[config.mk]
export PLATFORM = sky130hd
export DESIGN_NAME = tx_framer
export DESIGN_NICKNAME = d
export VERILOG_FILES = /design/src/rtl/zigbee_tx_pkg.sv /design/src/rtl/tx_nibble_buf.sv /design/src/rtl/tx_framer.sv
export SDC_FILE = /design/constraint.sdc
export NUM_CORES = 1
export LEC_CHECK = 0
export CORE_MARGIN = 3
export CORE_UTILIZATION = 44
export DETAILED_ROUTE_END_ITERATION = 16
export HOLD_SLACK_MARGIN = 0.15
export PLACE_DENSITY = 0.71
export SLEW_MARGIN = 20
export SYNTH_ARGS = -nofsm -noshare
export SYNTH_HDL_FRONTEND = slang
export SYNTH_HIERARCHICAL = 1
export SYNTH_SLANG_ARGS = --single-unit
[constraint.sdc]
create_clock -name inClock -period 5.93 [get_ports inClock]
set_clock_uncertainty 0.2 [all_clocks]
set_input_delay 1.779 -clock inClock [delete_from_list [all_inputs] [get_ports inClock]]
set_output_delay 1.779 -clock inClock [all_outputs]
set_load 0.05 [all_outputs]
[src/rtl/zigbee_tx_pkg.sv]
// zigbee_tx_pkg: framer states and frame constants shared by the transmitter files
package zigbee_tx_pkg;
  typedef enum logic [2:0] {IDLE, PREAMBLE, SFD, LENGTH, PAYLOAD} state_t;
  localparam int PREAMBLE_BITS = 32;
  localparam logic [7:0] SFD_BYTE = 8'hA7;
  localparam int MAX_LEN = 127;
  localparam int NIB_BUF_DEPTH = 2;
endpackage

[src/rtl/tx_nibble_buf.sv]
// tx_nibble_buf: two-entry nibble fifo between host and serialiser, push and pop may coincide
module tx_nibble_buf
  import zigbee_tx_pkg::*;
(
  input  logic       clk,
  input  logic       rst,
  input  logic       push,
  input  logic [3:0] din,
  input  logic       pop,
  output logic [3:0] dout,
  output logic       full,
  output logic       empty
);
  logic [3:0] mem_q [NIB_BUF_DEPTH];
  logic [3:0] mem_d [NIB_BUF_DEPTH];
  logic wr_q, wr_d, rd_q, rd_d, do_push, do_pop;
  logic [1:0] cnt_q, cnt_d;
  assign full = cnt_q == 2'(NIB_BUF_DEPTH);
  assign empty = cnt_q == 2'd0;
  assign dout = mem_q[rd_q];
  assign do_push = push & ~full;
  assign do_pop = pop & ~empty;
  always_comb begin
    mem_d = mem_q;
    mem_d[wr_q] = do_push ? din : mem_q[wr_q];
    wr_d = wr_q ^ do_push;
    rd_d = rd_q ^ do_pop;
    cnt_d = cnt_q + 2'(do_push) - 2'(do_pop);
  end
  always_ff @(posedge clk or posedge rst)
    if (rst) begin
      mem_q <= '{default: '0};
      wr_q <= 1'b0;
      rd_q <= 1'b0;
      cnt_q <= 2'd0;
    end else begin
      mem_q <= mem_d;
      wr_q <= wr_d;
      rd_q <= rd_d;
      cnt_q <= cnt_d;
    end
endmodule

[src/rtl/tx_framer.sv]
// tx_framer: serialises preamble, sfd, length and buffered host nibbles lsb first to a bit modulator
module tx_framer
  import zigbee_tx_pkg::*;
(
  input  logic       inClock,
  input  logic       inReset,
  input  logic       inStart,
  input  logic [6:0] inLength,
  input  logic [3:0] inData,
  input  logic       inValid,
  output logic       outReady,
  input  logic       inBitReq,
  output logic       outBit,
  output logic       outEmpty,
  output logic       outBusy,
  output logic       outDone,
  output logic       outError
);
  state_t state_q, state_d;
  logic [2:0] bit_cnt_q, bit_cnt_d;
  logic [1:0] pre_cnt_q, pre_cnt_d;
  logic [6:0] len_q, len_d;
  logic [7:0] acc_q, acc_d, len_byte;
  logic [3:0] cur_q, cur_d, buf_dout;
  logic cur_valid_q, cur_valid_d, done_q, done_d, err_q, err_d;
  logic push, pop, load, take, buf_full, buf_empty;
  tx_nibble_buf u_buf (
    .clk(inClock),
    .rst(inReset),
    .push(push),
    .din(inData),
    .pop(pop),
    .dout(buf_dout),
    .full(buf_full),
    .empty(buf_empty)
  );
  assign len_byte = {1'b0, len_q};
  assign outBusy = state_q != IDLE;
  assign outEmpty = state_q == IDLE || (state_q == PAYLOAD && !cur_valid_q);
  assign outBit = state_q == SFD ? SFD_BYTE[bit_cnt_q] :
                  state_q == LENGTH ? len_byte[bit_cnt_q] :
                  state_q == PAYLOAD ? cur_valid_q & cur_q[bit_cnt_q[1:0]] : 1'b0;
  assign outReady = outBusy && !buf_full && acc_q < {len_q, 1'b0};
  assign outDone = done_q;
  assign outError = err_q;
  assign push = inValid & outReady;
  assign take = inBitReq & ~outEmpty;
  assign pop = load & ~buf_empty;
  always_comb begin
    state_d = state_q;
    bit_cnt_d = take ? bit_cnt_q + 3'd1 : bit_cnt_q;
    pre_cnt_d = pre_cnt_q;
    len_d = len_q;
    acc_d = acc_q + 8'(push);
    cur_d = cur_q;
    cur_valid_d = cur_valid_q;
    done_d = 1'b0;
    err_d = err_q;
    load = 1'b0;
    case (state_q)
      IDLE: if (inStart) begin
        err_d = inLength == 7'd0;
        if (inLength != 7'd0) begin
          state_d = PREAMBLE;
          len_d = inLength;
          acc_d = 8'd0;
          bit_cnt_d = 3'd0;
          pre_cnt_d = 2'd0;
        end
      end
      PREAMBLE: if (take && bit_cnt_q == 3'd7) begin
        pre_cnt_d = pre_cnt_q + 2'd1;
        state_d = {pre_cnt_q, bit_cnt_q} == 5'(PREAMBLE_BITS - 1) ? SFD : PREAMBLE;
      end
      SFD: state_d = take && bit_cnt_q == 3'd7 ? LENGTH : SFD;
      LENGTH: if (take && bit_cnt_q == 3'd7) begin
        state_d = PAYLOAD;
        load = 1'b1;
      end
      PAYLOAD: if (take && bit_cnt_q[1:0] == 2'd3) begin
        if (acc_q == {len_q, 1'b0} && buf_empty) begin
          state_d = IDLE;
          done_d = 1'b1;
          cur_valid_d = 1'b0;
          bit_cnt_d = 3'd0;
        end else load = 1'b1;
      end else load = !cur_valid_q;
      default: state_d = IDLE;
    endcase
    if (load) begin
      cur_d = buf_dout;
      cur_valid_d = !buf_empty;
      bit_cnt_d = 3'd0;
    end
    err_d = err_d | (state_d == PAYLOAD && !cur_valid_d);
  end
  always_ff @(posedge inClock or posedge inReset)
    if (inReset) begin
      state_q <= IDLE;
      bit_cnt_q <= 3'd0;
      pre_cnt_q <= 2'd0;
      len_q <= 7'd0;
      acc_q <= 8'd0;
      cur_q <= 4'd0;
      cur_valid_q <= 1'b0;
      done_q <= 1'b0;
      err_q <= 1'b0;
    end else begin
      state_q <= state_d;
      bit_cnt_q <= bit_cnt_d;
      pre_cnt_q <= pre_cnt_d;
      len_q <= len_d;
      acc_q <= acc_d;
      cur_q <= cur_d;
      cur_valid_q <= cur_valid_d;
      done_q <= done_d;
      err_q <= err_d;
    end
endmodule

# Yosys cells after proc, flatten, opt, wreduce, memory -nomap -nowiden
# Memories as Yosys holds them, arrays and structs flattened.
# Cells that the tools add are included.
# word_totals
out_inout_bits	6
rom_bits	8
inputBits	16
elab_cells	128
memories	1
ff_bits	42
# classes
mux	54
bitwise_logic	14
n_lt_le_gt_ge	6
eq_ne	13
reduce_logical	21
addsub	5
# memory_table
name	words	word_bits	read_ports	rd_clocked_by_memory_dff	wr	line_no	text
(name not given)	8	1	1	0	0	tx_framer.sv:40	assign outBit = state_q == SFD ? SFD_BYTE[bit_cnt_q] :
# ops
operator	n
$mux 3	12
$mux 4	8
$mux 8	3
$mux 1	19
$pmux 3 s5	1
$eq 3x3->1 const B	3
$add 8x1->8	1
$bwmux 8	1
$eq 8x8->1	1
$logic_and 1x1->1	8
$lt 8x8->1	1
$mux 2	4
$logic_not 7->1	1
$reduce_bool 7->1	1
$and 1x1->1	6
$eq 3x2->1 const B	2
$pmux 3 s2	1
$eq 5x5->1 const B	1
$demux 4 s1	1
$eq 2x2->1 const B	2
$ge 2x2->1 const B	2
$logic_not 1->1	4
$lt 3x4->1 const B	1
$ne 2x2->1 const B	2
23 further kinds	27

# Logic depth before layout (Yosys ltp)
# depth
depth_word	12
depth_mapped	11
mapped_depth_nobuf	11

# Modules after synthesis
# The synthesis kept the hierarchy.
# by_module_without_submodules
module	seq_area_each_um2	area_each_um2	cells_each	n_inst
tx_framer	750.7	1706.6	165	1
tx_nibble_buf	300.3	598.1	41	1

# Worst setup path before layout
# Ideal clock, no wire load.
# synth_timing
kind	reg-to-output
from	register bit_cnt_q[0]
to	output outBit
arrival_time_ps	2160
path_stages_with_launch	6
path_buffers	1
path_slack_ps	1791
t_required_ps	3951
cell_sequence	dfrtp_1 > clkbuf_1 > mux4_2 > and4b_1 > a21oi_1 > o21ai_0
# synth_via
elab_chain_len	6
elab_cells_between_ends	10
classes_between	mux (8); bitwise (1); memory (1)
# synth_lines
element	line_no	text
from (decl)	tx_framer.sv:20	logic [2:0] bit_cnt_q, bit_cnt_d;
from (signal assigned)	tx_framer.sv:110	bit_cnt_q <= bit_cnt_d;
$bmux 1 s2	tx_framer.sv:42	state_q == PAYLOAD ? cur_valid_q & cur_q[bit_cnt_q[1:0]] : 1'b0;
$mux 1 (not written as such)	tx_framer.sv:42	
$and 1x1->1	tx_framer.sv:42	
$mux 1	tx_framer.sv:42	
$mux 1	tx_framer.sv:41	state_q == LENGTH ? len_byte[bit_cnt_q] :
$mux 1 (*)	tx_framer.sv:40	
to (decl)	tx_framer.sv:13	output logic outBit,
# Mark *: on every way between the ends. The rest lies on a longest branch, timed or not. The select of a mux whose other input is x is not followed.

# Worst setup path after layout
# layout_timing
from	register len_q[1]
to	output outReady
# layout_via
elab_chain_len	2
# layout_lines
element	line_no	text
from (decl)	tx_framer.sv:22	logic [6:0] len_q, len_d;
from (signal assigned)	tx_framer.sv:112	len_q <= len_d;
$lt 8x8->1	tx_framer.sv:43	assign outReady = outBusy && !buf_full && acc_q < {len_q, 1'b0};
$logic_and 1x1->1	tx_framer.sv:43	
to (decl)	tx_framer.sv:11	output logic outReady,
# Every way passes these cells.

==> metrics.yaml <==
critical_path:
  cp_max_fo: 2
  reg2reg_slack_ns: 3.02
  worstRegToRegCells: 11
  arrival_ns: 2.51
  worstPathRequired_ns: 3.95
  end_kind: "primary output"
  rr_endpoint: "acc_q[4]"
  critical_path.cell_chain: "inv_1 -> ha_1 -> nor2b_1 -> o21ai_0 -> a21oi_1 -> nor3_1 -> clkdlybuf4s50_1"
  path_depth: 7
  r2r-start: "len_q[1]"
  startpoint_type: "flop"
  critPathMaxStageDelay_ns: 0.85
  crit_family: "buffers and inverters"
  crit_buf_inv: 2
  cpMaxStageDelayCell: "clkdlybuf4s50_1"
  critPathKind: "reg -> out"
clocking:
  cts_resized: 0
  clk_pin_slew_ns: 0.08
  holdBufCountCts: 0
  cts_buffer_depth: 2
  clk_latency_ns: 0.29
  htree_levels: 2
  cts_tree: "built"
  cts_buffers: 5
  clkSinkCount: 42
  cts_setup_buffers: 0
  root_buffer: "clkbuf_8"
sta:
  rsz0062_at_grt: "no"
  tightest_slew_ns: 0.654
  setup_violations: 0
  drv_slew: 0
  slew_headroom_pct: 55.8
  fmax_mhz: 223
  period_share_pct: 75.7
  fin_tns_setup_ns: 0
  setup_slack_ns: 1.44
  hold_violations: 0
  min_period_ns: 4.49
logic_synthesis:
  synthesis.nets: 235
  ys_seq_area_share_pct: 45.6
  synth.avg_cell_area_um2: 11.2
  netlist_area_um2: 2300
  synthTopCellsByArea: "dfrtp_1 (46%), ha_1 (7.1%), mux2_2 (6.4%)"
  synth_edf_count: 0
  yosysTopAreaCell: "dfrtp_1"
  synthArstFlopShare_pct: 100
  yosys_warnings: 6
  synth_seq_cells: 42
  ys.flop_type: "dfrtp_1"
  syn_inst: 206
  netlist.area_leader.share_pct: 45.6
  netlist-cell-type-count: 52
global_route:
  grt_pass1_wl_mm: 7.95
  antenna_found_initial: 0
  grt-ovfl-total: 0
  use_met1_pct: 22.2
  use_met3_pct: 3.90
  grt_pass1_vias: 1649
  met2_usage_pct: 27.0
  grt_usage_pct: 16.6
  busiest_layer: "met2"
  grt_max_degree: 31
floorplanning:
  die_h_um: 78.4
  die_w_um: 78.4
  rows: 25
  core_area_um2: 4880
  initial_core_util_pct: 47.2
  dieArea_um2: 6140
  io_pins: 22
route:
  routed_wl_mm: 4.50
  vias_per_cell: 5.37
  ant_nets: 0
  post-route-drc-count: 0
  drt-initial-drc-count: 77
  wl_per_cell_um: 15.2
  dr_total_vias: 1589
  dr.pass1.iters: 4
place:
  dp_hpwl_mm: 3.34
  dpl_worst_slack_ns: 1.62
  port_buffers: 21
  gp_congestion: 0.817
power_and_ir_drop:
  peakVddDrop_uv: 261
  p_leak_nw: 1.22
  p_per_area_nw_per_um2: 432
min_path:
  hold_class: "reg -> reg"
  hold_start: "u_buf/mem_q[6]"
  worstHoldPathCells: 1
  hold_end: "u_buf/mem_q[6]"
layout:
  antenna_cells: 0
  nNetsFinal: 257
  layout.cells.most_common_list: "dfrtp_1 (42), clkdlybuf4s50_1 (21), inv_1 (14)"
  layout-area-overhead-vs-synth_pct: 17.2
  layout-drive-gt1-share_pct: 17.5
  final_common_cell: "dfrtp_1"
outcome:
  status: "finished clean"
run:
  cap_violations: 0
==> how the worst max path moves through the flow <==
stage,startpoint,endpoint,slack [ns]
finish,len_q[1],outReady,1.44
global route,acc_q[2],outReady,1.27
CTS,acc_q[2],outReady,1.45
detailed placement,inBitReq,u_buf/cnt_q[1],1.62
global placement,inBitReq,u_buf/cnt_q[1],1.76
floorplan,bit_cnt_q[0],outBit,1.79
==> Yosys cell counts, drive strengths merged, types with 2 or more instances <==
cell type  number
nor2           12
nand3          10
mux2i           3
and2            3
mux2           17
xnor2           4
ha             13
buf             5
nand2          10
o2111ai         2
o211ai          2
a21oi           6
a21o            2
clkbuf          2
nor3            3
inv            15
mux4            2
or3             2
dfrtp          42
nand2b          2
and2b           2
nor2b           3
xor2            7
nand4           3
and3            3
nor3b           3
o21ai          14
==> power by group <==
part           total, mW  internal [mW]  switching (mW)
clock              0.279          0.180          0.0990
sequential         0.456          0.376          0.0800
combinational      0.432          0.235           0.197
total               1.17          0.790           0.376
==> layout make-up <==
cell class | instances | area, µm²
clock buffer | 6 | 82.6
clock inverter | 2 | 60.1
fill | 452 | 2180
inverter | 15 | 56.3
multi-input combinational | 142 | 1150
sequential | 42 | 1050
tap | 67 | 83.8
timing repair buffer | 22 | 218
==> metal layers <==
layer  wire (µm)  vias up
li1            -      778
met1        2200      780
met2        2110       22
met3         124        9
met4          66        0
met5           0        -
==> logic make-up (layout without fill, tap and decap cells) <==
| family | Yosys count | in the layout | synth area share (%) |
|---|---|---|---|
| muxes | 22 | 22 | 12.2 |
| xor gates and xnor gates | 11 | 11 | 4.18 |
| adders and majority gates | 13 | 13 | 7.06 |
| AOI/OAI and AO/OA | 33 | 33 | 9.94 |
| buffers and inverters | 22 | 45 | 4.51 |
| and+or+nand+nor | 63 | 63 | 16.5 |
| DFF | 42 | 42 | 45.6 |
==> worst reg2reg max path, delay by kind of cell, from the launching register on <==
family / cells / cell delay (ns)
xor+xnor: 1 / 0.17
compound gates: 2 / 0.25
simple gates: 4 / 0.90
buf+inv: 1 / 0.07
fa+ha+maj: 3 / 0.81
flops: 1 / 0.38
==> flip-flops by register name (all words and copies together), names as in the netlist <==
signal	count
acc_q	8
bit_cnt_q	3
cur_q	4
cur_valid_q	1
len_q	7
outDone	1
outError	1
pre_cnt_q	2
state_q	3
u_buf/cnt_q	2
u_buf/mem_q	8
u_buf/rd_q	1
u_buf/wr_q	1
==> metrics by stage <==
step / util, % / cell area (µm²) / power (mW) / hold WS (ns) / instances
4_1_cts: 55.4 / 2700 / 1.18 / 0.311 / 296
3_3_place_gp: 52.4 / 2560 / 0.878 / 0.289 / 288
5_1_grt: 55.4 / 2700 / 1.24 / 0.335 / 296
6_report: 55.4 / 2700 / 1.17 / 0.308 / 296
2_1_floorplan: - / 2300 / 0.790 / 0.275 / 206
3_5_place_dp: 52.4 / 2560 / 0.895 / 0.291 / 288
Power figures use the tool's default switching activity.
